### src/rtl/mem_stage_access_ctrl.sv
// MEM-stage data-memory sequencer: one bus access per load/store, 3-cycle minimum (IDLE, WAIT, DONE).
// Backpressure: stall_o freezes the pipeline until dmem_ready_i or a timeout. A misaligned op is flagged and never issued.
module mem_stage_access_ctrl #(
  parameter int ADDR_WIDTH     = 32,
  parameter int TIMEOUT_CYCLES = 255
) (
  input  logic                  clk,
  input  logic                  rst,
  input  logic                  memRead_i,
  input  logic                  memWrite_i,
  input  logic [2:0]            func3_i,
  input  logic [ADDR_WIDTH-1:0] addr_i,
  input  logic [31:0]           wdata_i,
  output logic                  stall_o,
  output logic [31:0]           loadData_o,
  output logic                  misaligned_o,
  output logic                  busErr_o,
  output logic                  dmem_req_o,
  output logic                  dmem_we_o,
  output logic [ADDR_WIDTH-1:0] dmem_addr_o,
  output logic [31:0]           dmem_wdata_o,
  output logic [3:0]            dmem_be_o,
  input  logic                  dmem_ready_i,
  input  logic [31:0]           dmem_rdata_i
);

  typedef enum logic [1:0] {
    S_IDLE = 2'd0,
    S_WAIT = 2'd1,
    S_DONE = 2'd2
  } state_e;

  localparam int CW = (TIMEOUT_CYCLES > 1) ? $clog2(TIMEOUT_CYCLES) : 1;
  localparam logic [CW-1:0] CNT_LAST = CW'(TIMEOUT_CYCLES - 1);

  state_e                state_q, state_d;
  logic [CW-1:0]         cnt_q, cnt_d;
  logic                  req_q, req_d;
  logic                  we_q, we_d;
  logic [ADDR_WIDTH-1:0] addr_q, addr_d;
  logic [31:0]           wdata_q, wdata_d;
  logic [3:0]            be_q, be_d;
  logic [2:0]            f3_q, f3_d;
  logic [1:0]            off_q, off_d;
  logic                  rd_q, rd_d;
  logic [31:0]           load_q, load_d;
  logic                  buserr_q, buserr_d;

  logic                  op;
  logic                  aligned;
  logic [3:0]            be_new;
  logic [31:0]           wdata_new;
  logic [31:0]           rdata_sh;
  logic [31:0]           load_fmt;
  logic                  stall;
  logic                  mis;

  assign op = memRead_i | memWrite_i;

  always_comb begin
    aligned   = 1'b0;
    be_new    = 4'b0000;
    wdata_new = 32'd0;
    case (func3_i[1:0])
      2'b00: begin
        aligned   = 1'b1;
        be_new    = 4'b0001 << addr_i[1:0];
        wdata_new = {4{wdata_i[7:0]}};
      end
      2'b01: begin
        aligned   = ~addr_i[0];
        be_new    = addr_i[1] ? 4'b1100 : 4'b0011;
        wdata_new = {2{wdata_i[15:0]}};
      end
      2'b10: begin
        aligned   = (addr_i[1:0] == 2'b00);
        be_new    = 4'b1111;
        wdata_new = wdata_i;
      end
      default: begin
        aligned   = 1'b0;
        be_new    = 4'b0000;
        wdata_new = 32'd0;
      end
    endcase
  end

  // The byte offset is kept aside because dmem_addr_o drops the low two bits.
  assign rdata_sh = dmem_rdata_i >> {off_q, 3'b000};

  always_comb begin
    load_fmt = rdata_sh;
    case (f3_q)
      3'b000:  load_fmt = {{24{rdata_sh[7]}}, rdata_sh[7:0]};
      3'b100:  load_fmt = {24'd0, rdata_sh[7:0]};
      3'b001:  load_fmt = {{16{rdata_sh[15]}}, rdata_sh[15:0]};
      3'b101:  load_fmt = {16'd0, rdata_sh[15:0]};
      default: load_fmt = rdata_sh;
    endcase
  end

  always_comb begin
    state_d  = state_q;
    cnt_d    = cnt_q;
    req_d    = req_q;
    we_d     = we_q;
    addr_d   = addr_q;
    wdata_d  = wdata_q;
    be_d     = be_q;
    f3_d     = f3_q;
    off_d    = off_q;
    rd_d     = rd_q;
    load_d   = load_q;
    buserr_d = 1'b0;
    stall    = 1'b0;
    mis      = 1'b0;
    case (state_q)
      S_IDLE: begin
        if (op) begin
          if (aligned) begin
            stall   = 1'b1;
            req_d   = 1'b1;
            we_d    = memWrite_i;
            rd_d    = ~memWrite_i;
            addr_d  = {addr_i[ADDR_WIDTH-1:2], 2'b00};
            wdata_d = memWrite_i ? wdata_new : 32'd0;
            be_d    = be_new;
            f3_d    = func3_i;
            off_d   = addr_i[1:0];
            cnt_d   = '0;
            state_d = S_WAIT;
          end else begin
            mis = 1'b1;
          end
        end
      end
      S_WAIT: begin
        stall = 1'b1;
        if (dmem_ready_i) begin
          req_d   = 1'b0;
          cnt_d   = '0;
          state_d = S_DONE;
          if (rd_q) begin
            load_d = load_fmt;
          end
        end else if (cnt_q == CNT_LAST) begin
          req_d    = 1'b0;
          cnt_d    = '0;
          load_d   = 32'd0;
          buserr_d = 1'b1;
          state_d  = S_DONE;
        end else begin
          cnt_d = cnt_q + 1'b1;
        end
      end
      S_DONE: begin
        state_d = S_IDLE;
      end
      default: begin
        state_d = S_IDLE;
      end
    endcase
  end

  always_ff @(posedge clk) begin
    if (rst) begin
      state_q  <= S_IDLE;
      cnt_q    <= '0;
      req_q    <= 1'b0;
      we_q     <= 1'b0;
      addr_q   <= '0;
      wdata_q  <= 32'd0;
      be_q     <= 4'b0000;
      f3_q     <= 3'b000;
      off_q    <= 2'b00;
      rd_q     <= 1'b0;
      load_q   <= 32'd0;
      buserr_q <= 1'b0;
    end else begin
      state_q  <= state_d;
      cnt_q    <= cnt_d;
      req_q    <= req_d;
      we_q     <= we_d;
      addr_q   <= addr_d;
      wdata_q  <= wdata_d;
      be_q     <= be_d;
      f3_q     <= f3_d;
      off_q    <= off_d;
      rd_q     <= rd_d;
      load_q   <= load_d;
      buserr_q <= buserr_d;
    end
  end

  assign stall_o      = stall & ~rst;
  assign misaligned_o = mis & ~rst;
  assign busErr_o     = buserr_q;
  assign loadData_o   = load_q;
  assign dmem_req_o   = req_q;
  assign dmem_we_o    = we_q;
  assign dmem_addr_o  = addr_q;
  assign dmem_wdata_o = wdata_q;
  assign dmem_be_o    = be_q;

endmodule

### config.mk
export PLATFORM = sky130hd
export DESIGN_NAME = mem_stage_access_ctrl
export DESIGN_NICKNAME = d
export VERILOG_FILES = /design/src/rtl/mem_stage_access_ctrl.sv
export SDC_FILE = /design/constraint.sdc
export NUM_CORES = 1
export LEC_CHECK = 0
export BUFFER_PORTS_ARGS = -buffer_cell sky130_fd_sc_hd__clkbuf_2
export CORE_MARGIN = 8
export CORE_UTILIZATION = 40
export CTS_BUF_LIST = sky130_fd_sc_hd__clkbuf_16
export DETAILED_ROUTE_END_ITERATION = 8
export HOLD_SLACK_MARGIN = 0.06
export PLACE_DENSITY = 0.73
export SYNTH_ARGS = -nofsm -noshare
export SYNTH_HDL_FRONTEND = slang
export SYNTH_SLANG_ARGS = --single-unit
export TNS_END_PERCENT = 5
### constraint.sdc
create_clock -name clk -period 2.66 [get_ports clk]
set_input_delay 0.133 -clock clk [delete_from_list [all_inputs] [get_ports clk]]
set_output_delay 0.133 -clock clk [all_outputs]
set_load 0.05 [all_outputs]
**Yosys cells after proc, flatten, opt, wreduce, memory -nomap -nowiden**

Cells that the tools add are included.

- Flip-flop bits (word level): 117
- Input bits: 104
- Output and inout port bits: 105
- Word-level logic and storage cells: 76

- $add $sub $neg: 1
- Eq/ne operators: 11
- Shift-type cells: 2
- Multiplexer cells: 31
- Bitwise operators: 7
- Reductions and logical operators: 12

Operators with widths:

| operator | count |
|---|---|
| 32-bit 2-to-1 mux | 4 |
| 32-bit case mux with 4 select lines | 1 |
| 32-bit case mux with 3 select lines | 1 |
| 8-bit 2-to-1 mux | 4 |
| 32-bit by 5-bit right shift with 32-bit output | 1 |
| 8-bit case mux with 2 select lines | 1 |
| 4-bit case mux with 3 select lines | 1 |
| 3-bit AND reduction | 4 |
| 1-bit 2-to-1 mux | 10 |
| 8-bit by 1-bit adder with 8-bit output, second input constant | 1 |
| 8-bit equality test, second input constant | 1 |
| 2-bit 2-to-1 mux | 4 |
| 3-bit equality test, second input constant | 2 |
| 2-bit logical NOT | 3 |
| 2-bit by 1-bit equality test with 1-bit output, second input constant | 2 |
| 4-bit 2-to-1 mux | 1 |
| 2-bit != test, second input constant | 2 |
| 1-bit inverter | 4 |
| 1-bit case mux with 2 select lines | 2 |
| 2-bit case mux with 2 select lines | 1 |
| 4-bit AND reduction | 1 |
| 2-bit nonzero test | 2 |
| 1-bit by 2-bit left shift with 4-bit output, first input constant | 1 |
| 3-bit by 1-bit equality test with 1-bit output, second input constant | 1 |
| other kinds (8) | 9 |

**Longest topological paths before layout**

Gate-level depths: netlist of the first run.

- Word-level depth: 6
- Depth in mapped cells: 7
- Gate-level depth less buffers: 6

**Worst setup path before layout of the first run**

Ideal clock, no wire load.

- Path kind: input to output
- From: input port addr_i[0]
- To: output port stall_o
- Data arrival time: 1.768 ns
- Required time: 2.527 ns
- Slack: 0.759 ns
- Cell stages on the path: 4
- Path buffers: 0
- Path through: nor3_1 > or2_2 > a21oi_1 > nor3_1

- Cells in the longest elaborated chain, start to end: 6
- Elaborated cells between the ends (all ways): 7
- Those cells by class: mux (4); bitwise (2); reduce/logical (1)

Ends and longest elaborated chain:

| what | RTL line | RTL |
|---|---|---|
| start, declared | 12 | `input logic [ADDR_WIDTH-1:0] addr_i,` |
| 2-bit logical NOT / 1-bit inverter (equally long branches) | 76, 71 |  |
| 1-bit case mux with 3 select lines (*) | 64 | `case (func3_i[1:0])` |
| 1-bit 2-to-1 mux (*) | 120 | `if (aligned) begin` |
| 1-bit 2-to-1 mux (*) | 119 | `if (op) begin` |
| 1-bit case mux with 2 select lines (*) | 117 | `case (state_q)` |
| 1-bit bitwise AND (*) | 195 | `assign stall_o = stall & ~rst;` |
| end, declared | 14 | `output logic stall_o,` |

Mark *: on every way between the ends. The rest lies on a longest branch, timed or not.

**Worst setup path after layout of the first run**

- From: input port func3_i[0]
- To: output port stall_o

- Cells in the longest elaborated chain, start to end: 6
- Elaborated cells between the ends (all ways): 8
- Those cells by class: eq/ne (2); mux (4); bitwise (1); reduce/logical (1)

Ends and longest elaborated chain:

| what | RTL line | RTL |
|---|---|---|
| start, declared | 11 | `input logic [2:0] func3_i,` |
| 2-bit equality test (tied with other cells) | 64 |  |
| 1-bit case mux with 3 select lines (*) | 64 |  |
| 1-bit 2-to-1 mux (*) | 120 |  |
| 1-bit 2-to-1 mux (*) | 119 |  |
| 1-bit case mux with 2 select lines (*) | 117 |  |
| 1-bit bitwise AND (*) | 195 |  |

Marked as above.

==> flow_metrics.env, run 1 <==
export IMPL_worst_r2r_setup_slack_ns=0.80
export IMPL_min_path_cells=4
export IMPL_async_flop_share=0
export IMPL_cts_made_buffers=17
export IMPL_dr_first_iter_drc_count=310
export IMPL_antenna_found_initial=0
export IMPL_hold_end="loadData_o[29]"
export IMPL_cts_tree="done"
export IMPL_setup_worst_path_start="func3_i[0]"
export IMPL_grt_usage=0.2005
export IMPL_grt_start_max_net_pins=58
export IMPL_max_cap_viol_count=0
export IMPL_via_per_inst=5.276
export IMPL_cp_required_ns=2.53
export IMPL_crit_path_start_kind="primary input"
export IMPL_routed_wl_mm=16.99
export IMPL_cts_resized=0
export IMPL_synth_edf_count=0
export IMPL_r2r_end="loadData_o[14]"
export IMPL_grt_pass1_wl_mm=26.80
export IMPL_fill_cells=1221
export IMPL_hold_buffers=43
export IMPL_postLayoutSetupSlackWorst_ns=0.3199
export IMPL_placed_cells=940
export IMPL_final_cells=1015
export IMPL_period_share=0.8797
export IMPL_synthToLayoutAreaGrowth_pct=40.28
export IMPL_synthTopCellsByArea="dfxtp_1 (45%), nand2_1 (7.5%), mux2i_1 (6.1%), a22o_1 (5.5%), a22oi_1 (4.6%)"
export IMPL_firstDrtPassIters=4
export IMPL_hold_viol=0
export IMPL_via_count=5355
export IMPL_crit_family="buffers and inverters"
export IMPL_synth_ff_type="dfxtp_1"
export IMPL_preCtsSetupSlack_ns=0.7803
export IMPL_ant_nets=0
export IMPL_dieWidth_um=130.4
export IMPL_slew_viol_final=0
export IMPL_min_delay_start="dmem_rdata_i[29]"
export IMPL_rsz0062_at_grt="no"
export IMPL_tns_ns=0
export IMPL_powerDensity_mw_per_mm2=687.4
export IMPL_path_cells="dlygate4sd3_1 > clkbuf_2 > nor3_1 > or2_2 > a21oi_1 > nor3_1 > clkbuf_2"
export IMPL_grt_pass1_vias=5167
export IMPL_cts_setup_buffers=0
export IMPL_cellLeakagePower_uw=0.003249
export IMPL_die_y_um=130.4
export IMPL_overflow=0
export IMPL_drc_errors=0
export IMPL_clk_path_buf_depth=2
export IMPL_netlist_instances=599
export IMPL_cpPeakStageDelay_ns=0.54
export IMPL_gp_congestion=0.8059
export IMPL_start_util=0.4019
export IMPL_arrival_ns=2.21
export IMPL_setup_violations=0
export IMPL_rows=42
export IMPL_numClockSinks=117
export IMPL_worstPathMaxFanout=8
export IMPL_fin_skew_ns=0.007399
export IMPL_port_buffers=206
export IMPL_crit_path_top_delay_cell="dlygate4sd3_1"
export IMPL_synth_top_cell_by_area="dfxtp_1"
export IMPL_end_kind="output port"
export IMPL_ys_warn_count=0
export IMPL_core_area_mm2=0.01303
export IMPL_ys_seq_elements=117
export IMPL_root_buffer="clkbuf_16"
export IMPL_synth_top_area_share=0.4472
export IMPL_routedWlPerCell_um=16.74
export IMPL_regArea_mm2=0.002342
export IMPL_max_slew_margin=0.4500
export IMPL_r2r_worst_path_cells=5
export IMPL_vdd_drop_max_mv=0.4222
export IMPL_finalCriticalPeriod_ns=2.340
export IMPL_drive_above_1_share=0.3015
export IMPL_clkTransAtPathRegs_ns=0.05
export IMPL_syn_area_mm2=0.005238
export IMPL_critPathBufInv=3
export IMPL_critPathKind="primary input to output port"
export IMPL_worst_pin_slew_ns=0.8211
export IMPL_regToRegStartpoint="off_q[1]"
export IMPL_nets=932
export IMPL_yosysSeqAreaShare=0.4472
export IMPL_diodes=0
export IMPL_htree_num_levels=4
export IMPL_hold_class="primary input to register"
export IMPL_synth_cell_type_count=52
export IMPL_multi_input_area_mm2=0.002631
export IMPL_status="complete, no violations"
export IMPL_dp_hpwl_mm=11.93
export IMPL_ioPinCount=209
export IMPL_dieArea_mm2=0.01701
export IMPL_synth_avg_cell_area_um2=8.744
export IMPL_insertion_delay_ns=0.41
export IMPL_fmax_mhz=427.3
==> Yosys cell counts (2+ instances only) <==
| master | instances |
|---|---|
| dfxtp_1 | 117 |
| nand2_1 | 105 |
| a21oi_1 | 47 |
| nor2_1 | 42 |
| a22o_1 | 33 |
| a22oi_1 | 32 |
| mux2i_1 | 32 |
| o21ai_0 | 32 |
| buf_2 | 23 |
| clkbuf_1 | 18 |
| nor2b_1 | 11 |
| a211o_1 | 7 |
| a2bb2oi_1 | 7 |
| a31oi_1 | 7 |
| a32o_1 | 7 |
| nand3_1 | 7 |
| nand3b_1 | 7 |
| inv_1 | 6 |
| nor3_1 | 6 |
| buf_1 | 4 |
| buf_4 | 3 |
| buf_6 | 3 |
| o2bb2ai_1 | 3 |
| a221o_1 | 2 |
| a41oi_1 | 2 |
| and3_1 | 2 |
| ha_1 | 2 |
| nand2b_1 | 2 |
| nand4_1 | 2 |
| nor3b_1 | 2 |
| o211a_1 | 2 |
| o211ai_1 | 2 |
| o22ai_1 | 2 |
| or2_2 | 2 |
==> metrics by stage <==
step | cell area, um^2 | total power, uW | hold WS, ns | util
after floorplan | 5241 | 2513 | 0.2690 | -
final | 7347 | 5050 | 0.08664 | 0.5637
after CTS | 7347 | 5096 | 0.06584 | 0.5637
after global placement | 6327 | 2755 | 0.3558 | 0.4855
after detailed placement | 6327 | 2763 | 0.3627 | 0.4855
after global routing | 7347 | 5272 | 0.07938 | 0.5637
==> area by class of cell <==
type / instances / area share
tap: 176 / 0.02997
sequential: 117 / 0.3188
inverter: 6 / 0.003065
multi-input combinational: 426 / 0.3581
clock buffer: 17 / 0.05790
clock inverter: 15 / 0.02231
timing repair buffer: 258 / 0.2098
==> placed cells by master, fill, tap and decap left out, drive strengths merged, types with 7 or more instances in the layout <==
master and count:
o21ai 33, a2bb2oi 7, dlygate4sd3 43, nor3 7, nand2 106, clkinv 8
clkbuf 223, nand3b 7, a31oi 7, a22o 33, a211o 7, a21oi 47
dfxtp 117, buf 9, inv 8, nor2 42, nor2b 11, a32o 7
nand3 7, a22oi 32, mux2i 32
==> how the worst max path moves through the flow <==
stage | cells past startpoint | slack, ns | to
final | 7 | 0.32 | stall_o
after global routing | 7 | 0.18 | stall_o
after CTS | 7 | 0.30 | stall_o
after detailed placement | 6 | 0.78 | dmem_wdata_o[3]
after global placement | 5 | 0.82 | loadData_o[14]
after floorplan | 4 | 0.76 | stall_o
==> layer usage <==
layer / up-vias / part of all wire / track usage
li1: 2617 / - / -
met3: 23 / 0.11 / 0.08969
met2: 223 / 0.46 / 0.3090
met5: - / 0 / 0
met1: 2492 / 0.41 / 0.2404
met4: 0 / 0.018 / 0.07900
==> kinds of logic after synthesis <==
family	after synthesis	share of synthesized area
and+or+nand+nor	196	0.1703
AOI/OAI and AO/OA	192	0.2570
DFF	117	0.4472
buffers and inverters	57	0.05279
muxes	33	0.06546
adders and majority gates	2	0.004777
other	1	0.0007160
xor gates and xnor gates	1	0.001673
==> tightest hold or removal path, stage by stage <==
cell and delay [ns]:
clkbuf_2 0.11, nand2_1 0.05, nand2_1 0.06, a22o_1 0.11
==> power breakdown <==
group,internal (uW),switching (uW)
clock network,1460,813
logic,303,598
registers,1830,50.9
==> state kept, by name, indices dropped and copies added, names as in the netlist <==
signal        count
state_q           2
dmem_be_o         4
rd_q              1
dmem_wdata_o     32
f3_q              3
dmem_addr_o      30
dmem_req_o        1
dmem_we_o         1
off_q             2
cnt_q             8
loadData_o       32
busErr_o          1
Power figures use the tool's default switching activity.
==> inputs of run 2 (changes only) <==
--- a/config.mk
+++ b/config.mk
@@ -12,6 +12,7 @@
 export DETAILED_ROUTE_END_ITERATION = 8
 export HOLD_SLACK_MARGIN = 0.06
 export PLACE_DENSITY = 0.73
+export SKIP_LAST_GASP = 1
 export SYNTH_ARGS = -nofsm -noshare
 export SYNTH_HDL_FRONTEND = slang
 export SYNTH_SLANG_ARGS = --single-unit
==> constraint.sdc (replaced) <==
create_clock -name clk -period 2.66 [get_ports clk]
set_input_delay 0.133 -clock clk [delete_from_list [all_inputs] [get_ports clk]]
set_output_delay 0.133 -clock clk [all_outputs]
set_load 0.02 [all_outputs]
==> run 2 against run 1 <==
Effect of this change:
- core utilization is 0.36 points lower
- clock skew is 0.0012 ns higher
- final area is 0.65% lower
- clock power is 6% lower
- non-clock buffer count is 1 lower
- combinational power is 17% lower
- flip-flop and latch count stayed put
- setup slack better by 0.12 ns
- fmax is 5.4% higher
- wire length is 1.9% higher
- clock-buffer cell count stayed put
- die area stayed put
- critical path type unchanged
==> flow_metrics.env, run 2 (synthesis results as in run 1) <==
export IMPL_firstDrtPassIters=5
export IMPL_crit_path_start_kind="primary input"
export IMPL_grt_start_max_net_pins=55
export IMPL_rsz0062_at_grt="no"
export IMPL_cts_made_buffers=17
export IMPL_drive_above_1_share=0.3031
export IMPL_cts_setup_buffers=0
export IMPL_gp_congestion=0.7953
export IMPL_ioPinCount=209
export IMPL_setup_violations=0
export IMPL_clkTransAtPathRegs_ns=0.05
export IMPL_antenna_found_initial=0
export IMPL_fin_skew_ns=0.008597
export IMPL_period_share=0.8345
export IMPL_whs_ns=0.07140
export IMPL_hold_class="primary input to register"
export IMPL_worstPathMaxFanout=5
export IMPL_preCtsSetupSlack_ns=0.8055
export IMPL_ant_nets=0
export IMPL_root_buffer="clkbuf_16"
export IMPL_synthToLayoutAreaGrowth_pct=39.37
export IMPL_end_kind="output port"
export IMPL_overflow=0
export IMPL_htree_num_levels=4
export IMPL_start_util=0.4019
export IMPL_final_common_cell="clkbuf_2"
export IMPL_port_buffers=206
export IMPL_max_slew_margin=0.4217
export IMPL_routed_wl_mm=17.31
export IMPL_status="complete, no violations"
export IMPL_layout_common_cells="clkbuf_2 (206), dfxtp_1 (117), nand2_1 (105)"
export IMPL_tns_ns=0
export IMPL_cp_required_ns=2.53
export IMPL_die_y_um=130.4
export IMPL_cts_resized=0
export IMPL_grt_pass1_wl_mm=26.83
export IMPL_numClockSinks=117
export IMPL_powerDensity_mw_per_mm2=651.9
export IMPL_critPathKind="primary input to output port"
export IMPL_hold_viol=0
export IMPL_rows=42
export IMPL_postLayoutSetupSlackWorst_ns=0.4402
export IMPL_dieArea_mm2=0.01701
export IMPL_cellLeakagePower_uw=0.003248
export IMPL_finalCriticalPeriod_ns=2.220
export IMPL_grt_pass1_vias=5258
export IMPL_slew_viol_final=0
export IMPL_worst_pin_slew_ns=0.8633
export IMPL_fmax_mhz=450.5
export IMPL_grt_usage=0.2013
export IMPL_dieWidth_um=130.4
export IMPL_cts_tree="done"
export IMPL_max_cap_viol_count=0
export IMPL_core_area_mm2=0.01303
export IMPL_drc_errors=0
export IMPL_dp_hpwl_mm=11.96
export IMPL_vdd_drop_max_mv=0.4709
export IMPL_clk_path_buf_depth=2
export IMPL_routedWlPerCell_um=17.04
export IMPL_insertion_delay_ns=0.41
export IMPL_via_count=5386
export IMPL_dr_first_iter_drc_count=397
export IMPL_arrival_ns=2.09
export IMPL_nets=931
export IMPL_via_per_inst=5.301
export IMPL_hold_buffers=40
[run 2: report_power, final]
part | leakage [uW] | switching (uW) | total (uW) | internal (uW)
combinational | 0.00201 | 448 | 750 | 302
clock | 0.000286 | 783 | 2130 | 1350
sequential | 0.000951 | 49.6 | 1880 | 1830
total | 0.00325 | 1280 | 4760 | 3480
[run 2: cell type report]
class / count / area (um^2)
Clock inverter: 15 / 126.4
Inverter: 6 / 22.52
Tap cell: 176 / 220.2
Clock buffer: 17 / 425.4
Multi-Input combinational cell: 426 / 2631
Sequential cell: 117 / 2342
Antenna cell: 2 / 5.005
Fill cell: 1218 / 5733
Timing Repair Buffer: 257 / 1526
[run 2: per-stage QoR]
stage | instance area, um^2 | utilization | cells | total power, uW
floorplan | 5241 | - | 600 | 2359
global placement | 6342 | 0.4867 | 942 | 2605
detailed placement | 6342 | 0.4867 | 942 | 2611
CTS | 7295 | 0.5597 | 1014 | 4800
global route | 7295 | 0.5597 | 1014 | 4974
finish | 7300 | 0.5601 | 1016 | 4759
[run 2: path summary, 6_finish.rpt]
path | startpoint | to | slack, ns | cells past startpoint
max | addr_i[0] | stall_o | 0.44 | 7
min | wdata_i[17] | dmem_wdata_o[17] | 0.07 | 4
max reg2reg | state_q[1] | dmem_wdata_o[3] | 0.81 | 5
min reg2reg | dmem_addr_o[23] | dmem_addr_o[23] | 0.45 | 2
[run 2: per-layer routing]
metal | share of wire | global-route usage | vias up
li1 | - | - | 2615
met1 | 0.41 | 0.2398 | 2488
met2 | 0.47 | 0.3227 | 262
met3 | 0.11 | 0.07995 | 21
met4 | 0.014 | 0.07225 | 0
met5 | 0 | 0 | -
[run 2: worst max-delay path, stage by stage]
cell and delay, ns:
dlygate4sd3_1 0.54, clkbuf_2 0.14, nor3_1 0.50, or2_2 0.24
a21oi_1 0.06, nor3_1 0.24, clkbuf_2 0.23
==> inputs of run 3 (changes only) <==
--- a/config.mk
+++ b/config.mk
@@ -5,6 +5,7 @@
 export SDC_FILE = /design/constraint.sdc
 export NUM_CORES = 1
 export LEC_CHECK = 0
+export ABC_AREA = 1
 export BUFFER_PORTS_ARGS = -buffer_cell sky130_fd_sc_hd__clkbuf_2
 export CORE_MARGIN = 8
 export CORE_UTILIZATION = 40
==> constraint.sdc (replaced) <==
create_clock -name clk -period 2.3 [get_ports clk]
set_input_delay 0.115 -clock clk [delete_from_list [all_inputs] [get_ports clk]]
set_output_delay 0.115 -clock clk [all_outputs]
set_load 0.02 [all_outputs]
==> run 3 against run 2 <==
Effect of this change:
- first-iteration DRC count fell by 13%
- final area is 2.3% higher
- combinational power rose by 41%
- sequential share of layout area shrank 0.74 points
- register-to-register slack got worse by 0.29 ns
- core utilization rose by 0.63 points
- cell count up 19%
- global-route usage is 0.90 points higher
- sequential power grew 18%
- clock power up 16%
- synthesized cell count increased by 31%
- total power is 21% higher
- critical endpoint unchanged
- largest cell class unchanged
- largest power group unchanged
- highest routed layer unchanged
==> flow_metrics.env, run 3 <==
export IMPL_final_cell_area_mm2=0.007471
export IMPL_firstDrtPassIters=5
export IMPL_insertion_delay_ns=0.41
export IMPL_sequentialPowerShare=0.385
export IMPL_period_share=0.8065
export IMPL_hold_class="primary input to register"
export IMPL_via_per_inst=4.994
export IMPL_min_delay_start="wdata_i[24]"
export IMPL_multi_input_area_mm2=0.002635
export IMPL_dr_first_iter_drc_count=344
export IMPL_yosys_top_cells_count="nand2_1 (243), dfxtp_1 (117), a21oi_1 (98), nor2_1 (92), o21ai_0 (65)"
export IMPL_dr_max_layer_used="met4"
export IMPL_setup_violations=0
export IMPL_routed_wl_mm=18.26
export IMPL_grt_pass1_wl_mm=29.95
export IMPL_p_switching_uw=1655
export IMPL_finalCriticalPeriod_ns=1.855
export IMPL_fill_cells=1234
export IMPL_ys_warn_count=0
export IMPL_whs_ns=0.07566
export IMPL_met2WireLength_mm=8.576
export IMPL_layout_common_cells="nand2_1 (243), clkbuf_2 (206), dfxtp_1 (117)"
export IMPL_worst_r2r_setup_slack_ns=0.52
export IMPL_numClockSinks=117
export IMPL_swShare=0.2885
export IMPL_fin_util=0.5664
export IMPL_max_cap_viol_count=0
export IMPL_fmax_mhz=539.1
export IMPL_cts_made_buffers=17
export IMPL_powerDensity_mw_per_mm2=767.9
export IMPL_die_y_um=132
export IMPL_hold_end="dmem_wdata_o[24]"
export IMPL_r2r_worst_path_cells=6
export IMPL_antenna_found_initial=1
export IMPL_overflow=0
export IMPL_yosysMostFrequentCell="nand2_1"
export IMPL_rsz0062_at_grt="no"
export IMPL_rows=42
export IMPL_hold_viol=0
export IMPL_tns_ns=0
export IMPL_gp_congestion=0.8707
export IMPL_yosysSeqAreaShare=0.4351
export IMPL_drc_errors=0
export IMPL_slew_viol_final=0
export IMPL_htree_num_levels=4
export IMPL_root_buffer="clkbuf_16"
export IMPL_regToRegStartpoint="state_q[1]"
export IMPL_grt_usage=0.2102
export IMPL_cts_resized=0
export IMPL_via_count=6043
export IMPL_cellLeakagePower_uw=0.003520
export IMPL_crit_path_start_kind="register"
export IMPL_routedWlPerCell_um=15.09
export IMPL_synth_edf_count=0
export IMPL_regArea_mm2=0.002342
export IMPL_power_uw=5737
export IMPL_end_kind="output port"
export IMPL_netlist_instances=786
export IMPL_power_frac_comb=0.185
export IMPL_clkPwrFrac=0.430
export IMPL_dp_hpwl_mm=13.17
export IMPL_dieWidth_um=132
export IMPL_final_common_cell="nand2_1"
export IMPL_core_area_mm2=0.01319
export IMPL_synthToLayoutAreaGrowth_pct=38.80
export IMPL_synthTopCellsByArea="dfxtp_1 (44%), nand2_1 (17%), a21oi_1 (9.1%), nor2_1 (6.4%), o21ai_0 (6.0%)"
export IMPL_synth_cell_type_count=29
export IMPL_synth_ff_type="dfxtp_1"
export IMPL_dieArea_mm2=0.01742
export IMPL_fin_skew_ns=0.007463
export IMPL_dpl_instance_area_mm2=0.006500
export IMPL_synth_avg_cell_area_um2=6.848
export IMPL_intPower_uw=4082
export IMPL_synth_top_area_share=0.4351
export IMPL_nets=1127
export IMPL_clkTransAtPathRegs_ns=0.05
export IMPL_ant_nets=0
export IMPL_arrival_ns=1.74
export IMPL_port_buffers=206
export IMPL_drive_above_1_share=0.2565
export IMPL_grt_start_max_net_pins=35
export IMPL_syn_area_mm2=0.005383
export IMPL_vdd_drop_max_mv=0.4565
export IMPL_start_util=0.4081
export IMPL_async_flop_share=0
export IMPL_cp_required_ns=2.18
export IMPL_worstPathMaxFanout=13
export IMPL_grt_pass1_vias=5955
export IMPL_wl_met3_mm=1.380
export IMPL_min_path_cells=5
export IMPL_wl_met1_mm=7.541
export IMPL_cts_tree="done"
export IMPL_critPathKind="register to output port"
export IMPL_ioPinCount=209
export IMPL_r2r_end="dmem_addr_o[13]"
export IMPL_status="complete, no violations"
export IMPL_clk_path_buf_depth=2
export IMPL_synth_top_cell_by_area="dfxtp_1"
export IMPL_ys_seq_elements=117
-- run 3: cell types whose count changed after synthesis, moves of 8 or more --
cell / delta
nor2_1: +50
nor2b_1: -11
mux2i_1: -32
a22oi_1: -32
buf_2: -8
a22o_1: -25
nand3_1: +41
buf_4: +8
inv_1: +24
nand2_1: +138
a21oi_1: +51
o21ai_0: +33
-- run 3: repair_timing --
item | 4_1_cts | 5_1_grt
hold buffers | 42 | 0
buffers inserted | 0 | 0
endpoints found under the hold margin | 42 | 0
-- run 3: layout make-up --
class,instances,share of cell area
Antenna cell,1,0.0003350
Clock buffer,17,0.05694
Clock inverter,14,0.01641
Inverter,35,0.01758
Multi-Input combinational cell,585,0.3527
Sequential cell,117,0.3135
Tap cell,176,0.02948
Timing Repair Buffer,265,0.2130
-- run 3: power by group through the flow --
stage          Clock [uW]  Sequential, uW  Combinational (uW)
2_1_floorplan           0            2360                 544
3_3_place_gp            0            2250                 985
3_5_place_dp            0            2250                 991
4_1_cts              2500            2210                1050
5_1_grt              2600            2220                1180
6_report             2470            2210                1060
-- run 3: metrics by stage --
stage / setup slack (ns) / instances
2_1_floorplan: 0.9337 / 787
3_3_place_gp: 0.5586 / 1136
3_5_place_dp: 0.4806 / 1136
4_1_cts: 0.4306 / 1209
5_1_grt: 0.3140 / 1210
6_report: 0.4450 / 1210
-- run 3: how the worst max path moves through the flow --
stage | start | to | slack (ns) | cells past startpoint
4_1_cts | state_q[1] | stall_o | 0.43 | 6
6_report | state_q[1] | stall_o | 0.44 | 6
3_3_place_gp | func3_i[1] | dmem_addr_o[13] | 0.56 | 9
5_1_grt | state_q[1] | stall_o | 0.31 | 6
3_5_place_dp | func3_i[1] | dmem_addr_o[16] | 0.48 | 9
2_1_floorplan | cnt_q[0] | loadData_o[10] | 0.93 | 8
-- run 3: cells by family after synthesis --
logic type / synth area share
AND/OR/NAND/NOR: 0.3024
flip-flops: 0.4351
AO/OA/AOI/OAI: 0.1811
other: 0.0006967
buffers and inverters: 0.07601
adder cells (fa/ha/maj): 0.004648
-- run 3: worst max-delay path, cell delays in order, from the launching register on --
cell	delay [ns]
dfxtp_1	0.31
nor2_1	0.23
nand3_1	0.15
nand2_2	0.21
inv_1	0.12
nor2_1	0.11
clkbuf_2	0.19
-- run 3: layer usage --
metal  GRT usage  up-vias
met3     0.06517       53
li1            -     3047
met2      0.3436      247
met5           0        -
met1      0.2391     2696
met4      0.1187        0
